<file path="src/rtl/vga_timing_sched.sv">
// -----------------------------------------------------------------------------
// vga_timing_sched
//
// Purpose:
//    VGA timing controller (640x480@60 with the default parameters) combined
//    with a pattern scheduler. A clock divider produces a one-cycle pixel
//    enable. Registered pixel/line counters are decoded into sync, visible-area
//    and colour outputs. The colour comes from one of NPAT pattern generator
//    inputs, and the selection changes only at frame boundaries.
//
//    Scheduler modes:
//       AUTO - advance to the next pattern every FRAMES_PER_PAT frames.
//       HOLD - keep the current pattern until the user asks for another.
//    pat_next and pat_auto pulses are latched until the next frame boundary.
//    A pulse that arrives on the boundary cycle itself takes effect at the
//    following boundary.
//
// Build option:
//    BORDER_EN - when defined, draws a white (8'hFF) one-pixel frame on the
//                first and last visible column and row, over the pattern.
//                When undefined, no border logic is present.
//
// Ports:
//    clk          in   system clock
//    clr          in   asynchronous reset, active-high
//    pat_next     in   1-clk pulse: advance the pattern and enter HOLD
//    pat_auto     in   1-clk pulse: return to AUTO
//    pat_rgb      in   8*NPAT packed colours, generator k at [8k+7:8k],
//                      each {red[2:0],green[2:0],blue[1:0]}
//    hc, vc       out  pixel and line counters (registered)
//    hsync        out  active-low horizontal sync
//    vsync        out  active-low vertical sync
//    vidon        out  visible-area flag
//    red/green/blue out 3-3-2 colour, forced to zero outside the visible area
//    pat_idx      out  active pattern index (registered)
//    frame_start  out  1-clk pulse on the cycle where hc/vc wrap to 0/0
// -----------------------------------------------------------------------------
module vga_timing_sched #(
   parameter int CLK_DIV        = 4,
   parameter int HPIXELS        = 800,
   parameter int VLINES         = 521,
   parameter int HSYNC_W        = 96,
   parameter int VSYNC_W        = 2,
   parameter int HBP            = 144,
   parameter int HFP            = 784,
   parameter int VBP            = 31,
   parameter int VFP            = 511,
   parameter int NPAT           = 4,
   parameter int FRAMES_PER_PAT = 60
) (
   input  logic                    clk,
   input  logic                    clr,
   input  logic                    pat_next,
   input  logic                    pat_auto,
   input  logic [8*NPAT-1:0]       pat_rgb,
   output logic [9:0]              hc,
   output logic [9:0]              vc,
   output logic                    hsync,
   output logic                    vsync,
   output logic                    vidon,
   output logic [2:0]              red,
   output logic [2:0]              green,
   output logic [1:0]              blue,
   output logic [$clog2(NPAT)-1:0] pat_idx,
   output logic                    frame_start
);

   localparam int PW = $clog2(NPAT);
   localparam int FW = (FRAMES_PER_PAT > 1) ? $clog2(FRAMES_PER_PAT) : 1;
   localparam int DW = (CLK_DIV > 1) ? $clog2(CLK_DIV) : 1;

   localparam logic [DW-1:0] DIV_MAX = DW'(CLK_DIV - 1);
   localparam logic [FW-1:0] FC_MAX  = FW'(FRAMES_PER_PAT - 1);
   localparam logic [9:0]    H_MAX   = 10'(HPIXELS - 1);
   localparam logic [9:0]    V_MAX   = 10'(VLINES - 1);
   localparam logic [9:0]    HS_END  = 10'(HSYNC_W);
   localparam logic [9:0]    VS_END  = 10'(VSYNC_W);
   localparam logic [9:0]    H_VIS0  = 10'(HBP);
   localparam logic [9:0]    H_VIS1  = 10'(HFP);
   localparam logic [9:0]    V_VIS0  = 10'(VBP);
   localparam logic [9:0]    V_VIS1  = 10'(VFP);
`ifdef BORDER_EN
   localparam logic [9:0]    H_LAST  = 10'(HFP - 1);
   localparam logic [9:0]    V_LAST  = 10'(VFP - 1);
`endif

   typedef enum logic {
      ST_AUTO = 1'b0,
      ST_HOLD = 1'b1
   } sched_state_e;

   // ---------------------------------------------------------------------------
   // State
   // ---------------------------------------------------------------------------
   logic [DW-1:0] div_q,       div_d;
   logic [9:0]    hc_q,        hc_d;
   logic [9:0]    vc_q,        vc_d;
   logic [PW-1:0] idx_q,       idx_d;
   logic [FW-1:0] fc_q,        fc_d;
   logic          next_pend_q, next_pend_d;
   logic          auto_pend_q, auto_pend_d;
   sched_state_e  state_q,     state_d;

   logic          pe;
   logic [7:0]    pat_arr [NPAT];
   logic [7:0]    rgb_pat;
   logic [7:0]    rgb;

   // NOTE: sequential state is updated only with non-blocking assignments, so
   // every register samples the values from before the edge and the order of
   // statements inside this block does not matter.
   always_ff @(posedge clk or posedge clr) begin
      if (clr) begin
         div_q       <= '0;
         hc_q        <= '0;
         vc_q        <= '0;
         idx_q       <= '0;
         fc_q        <= '0;
         next_pend_q <= 1'b0;
         auto_pend_q <= 1'b0;
         state_q     <= ST_AUTO;
      end else begin
         div_q       <= div_d;
         hc_q        <= hc_d;
         vc_q        <= vc_d;
         idx_q       <= idx_d;
         fc_q        <= fc_d;
         next_pend_q <= next_pend_d;
         auto_pend_q <= auto_pend_d;
         state_q     <= state_d;
      end
   end

   // ---------------------------------------------------------------------------
   // Pixel enable and raster counters
   // ---------------------------------------------------------------------------
   assign pe = (div_q == DIV_MAX);

   // NOTE: every signal written in an always_comb gets a default value first.
   // Then no path through the if/case tree can leave it unassigned, and no
   // latch is inferred.
   always_comb begin
      div_d = pe ? '0 : div_q + DW'(1);
      hc_d  = hc_q;
      vc_d  = vc_q;
      if (pe) begin
         if (hc_q == H_MAX) begin
            hc_d = '0;
            vc_d = (vc_q == V_MAX) ? '0 : vc_q + 10'd1;
         end else begin
            hc_d = hc_q + 10'd1;
         end
      end
   end

   // The last pixel clock of the frame is the one and only place where the
   // scheduler is allowed to act.
   assign frame_start = pe && (hc_q == H_MAX) && (vc_q == V_MAX);

   // ---------------------------------------------------------------------------
   // Request latches: a pulse is held until the next boundary. On the boundary
   // cycle the old value is consumed, and a pulse arriving on that same cycle
   // starts the new pending value.
   // ---------------------------------------------------------------------------
   always_comb begin
      next_pend_d = frame_start ? pat_next : (next_pend_q | pat_next);
      auto_pend_d = frame_start ? pat_auto : (auto_pend_q | pat_auto);
   end

   // ---------------------------------------------------------------------------
   // Scheduler FSM, evaluated only on frame_start
   // ---------------------------------------------------------------------------
   always_comb begin
      state_d = state_q;
      idx_d   = idx_q;
      fc_d    = fc_q;
      if (frame_start) begin
         case (state_q)
            ST_AUTO: begin
               // A pending auto request has no effect in AUTO. It is dropped
               // along with the latch.
               if (next_pend_q) begin
                  idx_d   = idx_q + PW'(1);
                  fc_d    = '0;
                  state_d = ST_HOLD;
               end else if (fc_q == FC_MAX) begin
                  idx_d = idx_q + PW'(1);
                  fc_d  = '0;
               end else begin
                  fc_d = fc_q + FW'(1);
               end
            end
            ST_HOLD: begin
               // The frame counter stays frozen while holding. Leaving HOLD
               // restarts the dwell count.
               if (next_pend_q) begin
                  idx_d = idx_q + PW'(1);
               end
               if (auto_pend_q) begin
                  fc_d    = '0;
                  state_d = ST_AUTO;
               end
            end
         endcase
      end
   end

   // ---------------------------------------------------------------------------
   // Sync / visible-area decode of the registered counters
   // ---------------------------------------------------------------------------
   assign hsync = (hc_q >= HS_END);
   assign vsync = (vc_q >= VS_END);
   assign vidon = (hc_q >= H_VIS0) && (hc_q < H_VIS1) &&
                  (vc_q >= V_VIS0) && (vc_q < V_VIS1);

   // ---------------------------------------------------------------------------
   // Colour path: zero-latency mux of the selected generator
   // ---------------------------------------------------------------------------
   always_comb begin
      for (int k = 0; k < NPAT; k++) begin
         pat_arr[k] = pat_rgb[8*k +: 8];
      end
   end

   assign rgb_pat = pat_arr[idx_q];

`ifdef BORDER_EN
   logic border;

   assign border = (hc_q == H_VIS0) || (hc_q == H_LAST) ||
                   (vc_q == V_VIS0) || (vc_q == V_LAST);

   always_comb begin
      rgb = 8'h00;
      if (vidon) begin
         rgb = border ? 8'hFF : rgb_pat;
      end
   end
`else
   assign rgb = vidon ? rgb_pat : 8'h00;
`endif

   assign red     = rgb[7:5];
   assign green   = rgb[4:2];
   assign blue    = rgb[1:0];
   assign hc      = hc_q;
   assign vc      = vc_q;
   assign pat_idx = idx_q;

endmodule

</file>
<file path="config.mk">
export PLATFORM = sky130hd
export DESIGN_NAME = vga_timing_sched
export DESIGN_NICKNAME = d
export VERILOG_FILES = /design/src/rtl/vga_timing_sched.sv
export SDC_FILE = /design/constraint.sdc
export NUM_CORES = 1
export LEC_CHECK = 0
export BUFFER_PORTS_ARGS = -buffer_cell sky130_fd_sc_hd__buf_2
export CORE_MARGIN = 8
export CORE_UTILIZATION = 24
export DETAILED_ROUTE_END_ITERATION = 8
export PLACE_DENSITY_LB_ADDON = 0.08
export SYNTH_ARGS = -nofsm -noshare
export SYNTH_HDL_FRONTEND = slang
export SYNTH_SLANG_ARGS = --single-unit
</file>
<file path="constraint.sdc">
create_clock -name clk -period 2.9 [get_ports clk]
set_clock_uncertainty 0.1 [all_clocks]
set_input_delay 0.58 -clock clk [delete_from_list [all_inputs] [get_ports clk]]
set_output_delay 0.58 -clock clk [all_outputs]
set_load 0.01 [all_outputs]
</file>
==> Word-level counts from Yosys, hierarchy flattened <==
Cells that the tools add are included.
{ "totals": {"latchBits": 0, "word_cells": 59, "regBits": 33, "mem_bits_ro": 0, "mem_bits_rw": 0, "n_memories": 0} }
{ "classes": {"reduce_logical": 8, "add_sub_neg": 5, "bitwise": 4, "div": 0, "muxes": 20, "multipliers": 0, "magnitude_cmp": 7, "shift": 0, "n_eq_ne": 7} }
{ "op_table": {"columns": ["operator", "n"], "rows": [
  ["2-to-1 mux 8 bit", 3],
  ["adder 10 x 1 -> 10 bit (second input constant)", 2],
  ["equality test 10 bit (second input constant)", 2],
  ["2-to-1 mux 10 bit", 2],
  ["2-to-1 mux 6 bit", 3],
  ["binary-select mux 8 bit (select 2 bit)", 1],
  ["one-hot mux 6 bit (2 select lines)", 1],
  ["greater-or-equal comparator 10 x 2 -> 1 bit (second input constant)", 1],
  ["greater-or-equal comparator 10 x 5 -> 1 bit (second input constant)", 1],
  ["greater-or-equal comparator 10 x 7 -> 1 bit (second input constant)", 1],
  ["greater-or-equal comparator 10 x 8 -> 1 bit (second input constant)", 1],
  ["< comparator 10 bit (second input constant)", 1],
  ["< comparator 10 x 9 -> 1 bit (second input constant)", 1],
  ["2-to-1 mux 2 bit", 4],
  ["adder 6 x 1 -> 6 bit (second input constant)", 1],
  ["equality test 6 bit (second input constant)", 1],
  ["logical AND 1 bit", 5],
  ["adder 2 x 1 -> 2 bit (second input constant)", 2],
  ["2-to-1 mux 1 bit", 4],
  ["!= test 2 bit (second input constant)", 2],
  ["one-hot mux 2 bit (2 select lines)", 1],
  ["AND reduction 2 bit", 2],
  ["greater-or-equal comparator 3 bit (second input constant)", 1],
  ["!= test 3 bit (second input constant)", 1],
  ["other kinds (6)", 7]
]} }

==> Longest topological paths before layout <==
{ "logic_depth": {"word_depth": 5, "depth_mapped": 8, "depth_no_buf": 7} }

==> Worst setup path before layout <==
OpenSTA, ideal clock, no wires.
{ "synth_timing": {"path_kind": "flip-flop to output port", "start": "register hc_q[7] (netlist: hc[7])", "end": "output port blue[0]", "stages_incl_launch_ff": 6, "setup_slack_ns": 0.361, "n_path_buf": 1, "t_arrival_ns": 1.859, "path_cell_list": "dfrtp_1 > buf_2 > or4_1 > a221oi_1 > o211ai_1 > nor2b_1"} }
{ "synth_between": {"elab_chain_cells": 5, "elab_cells_between_ends": 6, "classes_between": "order compare: 2; mux: 1; reduce/logical: 3"} }
{ "synth_lines": {"columns": ["element", "line", "source"], "rows": [
  ["start: declaration", "96", "logic [9:0] hc_q, hc_d;"],
  ["start signal: assignment", "115", "hc_q <= '0;"],
  ["start signal: assignment", "124", "hc_q <= hc_d;"],
  ["greater-or-equal comparator 10 x 8 -> 1 bit / < comparator 10 bit (equally long branches)", "213", "assign vidon = (hc_q >= H_VIS0) && (hc_q < H_VIS1) &&"],
  ["logical AND 1 bit * (2 in a row)", "213", null],
  ["logical AND 1 bit *", "214", "(vc_q >= V_VIS0) && (vc_q < V_VIS1);"],
  ["2-to-1 mux 8 bit *", "240", "assign rgb = vidon ? rgb_pat : 8'h00;"],
  ["end: declaration", "63", "output logic [1:0] blue,"]
]} }
Every way passes the cells marked *; elsewhere a longest branch is shown, timed or not.

==> Worst setup path in the final report <==
{ "layout_timing": {"start": "register hc_q[7] (netlist: hc[7])", "end": "output port green[0]"} }
{ "layout_between": {"elab_chain_cells": 5, "elab_cells_between_ends": 6, "classes_between": "order compare: 2; mux: 1; reduce/logical: 3"} }
{ "layout_lines": {"columns": ["element", "line", "source"], "rows": [
  ["greater-or-equal comparator 10 x 8 -> 1 bit / < comparator 10 bit (equally long branches)", "213", null],
  ["logical AND 1 bit * (2 in a row)", "213", null],
  ["logical AND 1 bit *", "214", null],
  ["2-to-1 mux 8 bit *", "240", null],
  ["end: declaration", "62", "output logic [2:0] green,"]
]} }
Marked as above.

==> impl_metrics.env <==
export IMPL_status="completed"
export IMPL_fin_util=0.322
export IMPL_numCtsBuffers=5
export IMPL_cp_max_fo=9
export IMPL_rsz0062_at_grt="no"
export IMPL_hold_path_class="primary input to asynchronous set/reset pin"
export IMPL_drt_iter0_drc=66
export IMPL_clockPowerShare=0.437
export IMPL_synth_cell_area_sq_mm=0.00200
export IMPL_numPortBuffers=69
export IMPL_synth_compound_area_share=0.123
export IMPL_place_congestion=0.761
export IMPL_slew_headroom=0.617
export IMPL_tns_ns=0
export IMPL_cts_max_level=2
export IMPL_drive_gt1_frac=0.373
export IMPL_ys_types=46
export IMPL_drc=0
export IMPL_grtUsageMet3=0.0365
export IMPL_r2r_end="fc_q[5]$_DFFE_PP0P_"
export IMPL_fmax_ghz=0.367
export IMPL_worst_skew_pair_late_latency_ns=0.28
export IMPL_power_per_cell_area_mw_per_mm2=340
export IMPL_yosys_area_share_simple=0.219
export IMPL_cts_tree="built"
export IMPL_swShare=0.217
export IMPL_crit_buf_inv=2
export IMPL_synth_area_leaders="dfrtp_1 41%, mux4_2 9.0%, ha_1 4.4%"
export IMPL_slowest_stage="or4_1"
export IMPL_vdd_drop_max_uv=153
export IMPL_grt_pass1_wl_um=9580
export IMPL_synth_avg_cell_area_sq_um=10.2
export IMPL_synthTopCellsByCount="33 x dfrtp_1, 16 x nand3_1, 14 x nor2_1"
export IMPL_dpl_hpwl_um=4550
export IMPL_cpLargestDelayFamily="simple AND/OR/NAND/NOR gates"
export IMPL_cts_sinks=33
export IMPL_fin_crit_ns=2.73
export IMPL_firstDrtPassIters=4
export IMPL_met2_usage=0.158
export IMPL_die_area_sq_mm=0.0115
export IMPL_syn_num_nets=240
export IMPL_tightest_slew_ns=0.574
export IMPL_drv_cap=0
export IMPL_p_comb_frac=0.049
export IMPL_vias_per_cell=4.76
export IMPL_seqPwrFrac=0.514
export IMPL_p_int_uw=701
export IMPL_antenna_cells=0
export IMPL_wirelength_um=5900
export IMPL_synthFlopType="dfrtp_1"
export IMPL_design_portCount=70
export IMPL_die_height_um=107
export IMPL_syn_to_final_growth_pct=31.2
export IMPL_antenna_found_initial=0
export IMPL_cp_depth=6
export IMPL_coreArea_sq_mm=0.00818
export IMPL_synth_edf_count=0
export IMPL_final_nets=318
export IMPL_track_usage=0.103
export IMPL_ys_ff_latch=33
export IMPL_power_net_switching_uw=194
export IMPL_r2r_slack_ns=0.56
export IMPL_regArea_sq_um=826
export IMPL_synth_top_family_by_area="simple AND/OR/NAND/NOR gates"
export IMPL_multiInputGateArea_sq_mm=0.00109
export IMPL_row_count=33
export IMPL_ant_nets=0
export IMPL_cts_reportedPaths_clkPinSlew_ns=0.07
export IMPL_grt_pass1_vias=1822
export IMPL_clock_path_buffers=2
export IMPL_setup_viol=0
export IMPL_hold_violations=0
export IMPL_use_met1=0.134
export IMPL_required_ns=2.22
export IMPL_synthAdderAreaFrac=0.0437
export IMPL_r2r_worst_path_cells=5
export IMPL_synth_seq_area_share=0.412
export IMPL_power_total_uw=894
export IMPL_top_usage_layer="met2"
export IMPL_start_kind="register"
export IMPL_grt_max_degree=34
export IMPL_syn_inst=197
export IMPL_yosys_area_share_xor_xnor=0.0568
export IMPL_min_period_over_period=0.940
export IMPL_grt_ovfl_total=0
export IMPL_num_fill_cells=879
export IMPL_synth_area_mux_share=0.101
export IMPL_crit_type="register to primary output"
export IMPL_critPathMaxStageDelay_ns=0.54
export IMPL_vias=1812
export IMPL_cts_root_buffer="clkbuf_8"
export IMPL_slew_viol_final=0
export IMPL_synth_top_cell_by_area="dfrtp_1"
export IMPL_start_util=0.245
export IMPL_path_cells="or4_1 -> a221oi_2 -> o211ai_1 -> buf_4 -> nor2b_1 -> buf_2"
export IMPL_r2r_start="hc[0]$_DFFE_PP0P_"
export IMPL_p_leak_nw=1.24
export IMPL_yosys_warnings=0
export IMPL_arrival_ns=2.05
export IMPL_synth_top_area_share=0.412
export IMPL_post_drt_wl_per_cell_um=15.5
export IMPL_die_width_um=107
export IMPL_end_kind="primary output"
export IMPL_async_flop_share=1.00
export IMPL_post_synth_top_count_cell="dfrtp_1"
-- tightest hold or removal path: stages --
cell	delay [ns]
buf_2	0.09
inv_1	0.04
buf_4	0.39
-- power groups by stage --
stage          clock (mW)  combinational, mW  sequential (mW)
2_1_floorplan           0             0.0162            0.469
3_3_place_gp            0             0.0439            0.469
3_5_place_dp            0             0.0451            0.469
4_1_cts             0.406             0.0452            0.460
5_1_grt             0.420             0.0491            0.460
6_report            0.391             0.0436            0.460
-- area by class of cell --
class                   count  area share
flip-flops and latches     33       0.314
well taps                 105      0.0500
clock inverters             1     0.00190
multi-input cells         142       0.416
clock buffers               7      0.0366
inverters                  13      0.0186
repair buffers             80       0.163
-- per-stage QoR --
| stage | hold slack [ns] | setup WS [ns] | cells | area, sq um |
|---|---|---|---|---|
| floorplan | 0.303 | 0.361 | 197 | 2000 |
| global placement | 0.323 | 0.293 | 372 | 2510 |
| detailed placement | 0.317 | 0.260 | 372 | 2510 |
| CTS | 0.296 | 0.106 | 381 | 2620 |
| global route | 0.330 | 0.0383 | 381 | 2630 |
| finish | 0.283 | 0.174 | 381 | 2630 |
-- worst max path at each step --
stage	from	endpoint
finish	hc[7]$_DFFE_PP0P_	green[0]
global route	hc[7]$_DFFE_PP0P_	blue[1]
CTS	hc[7]$_DFFE_PP0P_	green[0]
detailed placement	hc[7]$_DFFE_PP0P_	green[0]
global placement	hc[7]$_DFFE_PP0P_	green[0]
floorplan	hc[7]$_DFFE_PP0P_	blue[0]
-- what timing repair did --
item	CTS	global route
cloned	0	0
buffers inserted	1	0
pin swaps	1	0
setup endpoints to repair	8	5
gates resized for setup	0	1
hold buffers	0	0
-- layout by cell type (no fill, tap or decap), drive strengths merged, types with 8 or more instances in the layout --
master | synthesis | routed
nand4 | 8 | 8
mux4 | 8 | 8
buf | 8 | 80
inv | 13 | 13
xnor2 | 10 | 10
dfrtp | 33 | 33
nor2 | 14 | 14
nor2b | 10 | 10
nand3 | 17 | 17
-- routing by layer --
metal	wire (um)	share of wire
met3	582	0.099
met2	2450	0.42
met5	0	0
met4	62	0.011
met1	2800	0.48
-- flip-flops by register name, summed over array words and instances (netlist names) --
register,count
hc,10
vc,10
fc_q,6
div_q,2
pat_idx,2
auto_pend_q,1
next_pend_q,1
state_q,1
-- logic make-up (layout without fill, tap and decap cells) --
logic type	after synthesis	count (layout)
mux	10	10
flops	33	33
fa+ha+maj	7	7
compound gates	34	34
xor+xnor	13	13
simple gates	78	78
buf+inv	22	101
(Power assumes the default switching activity.)
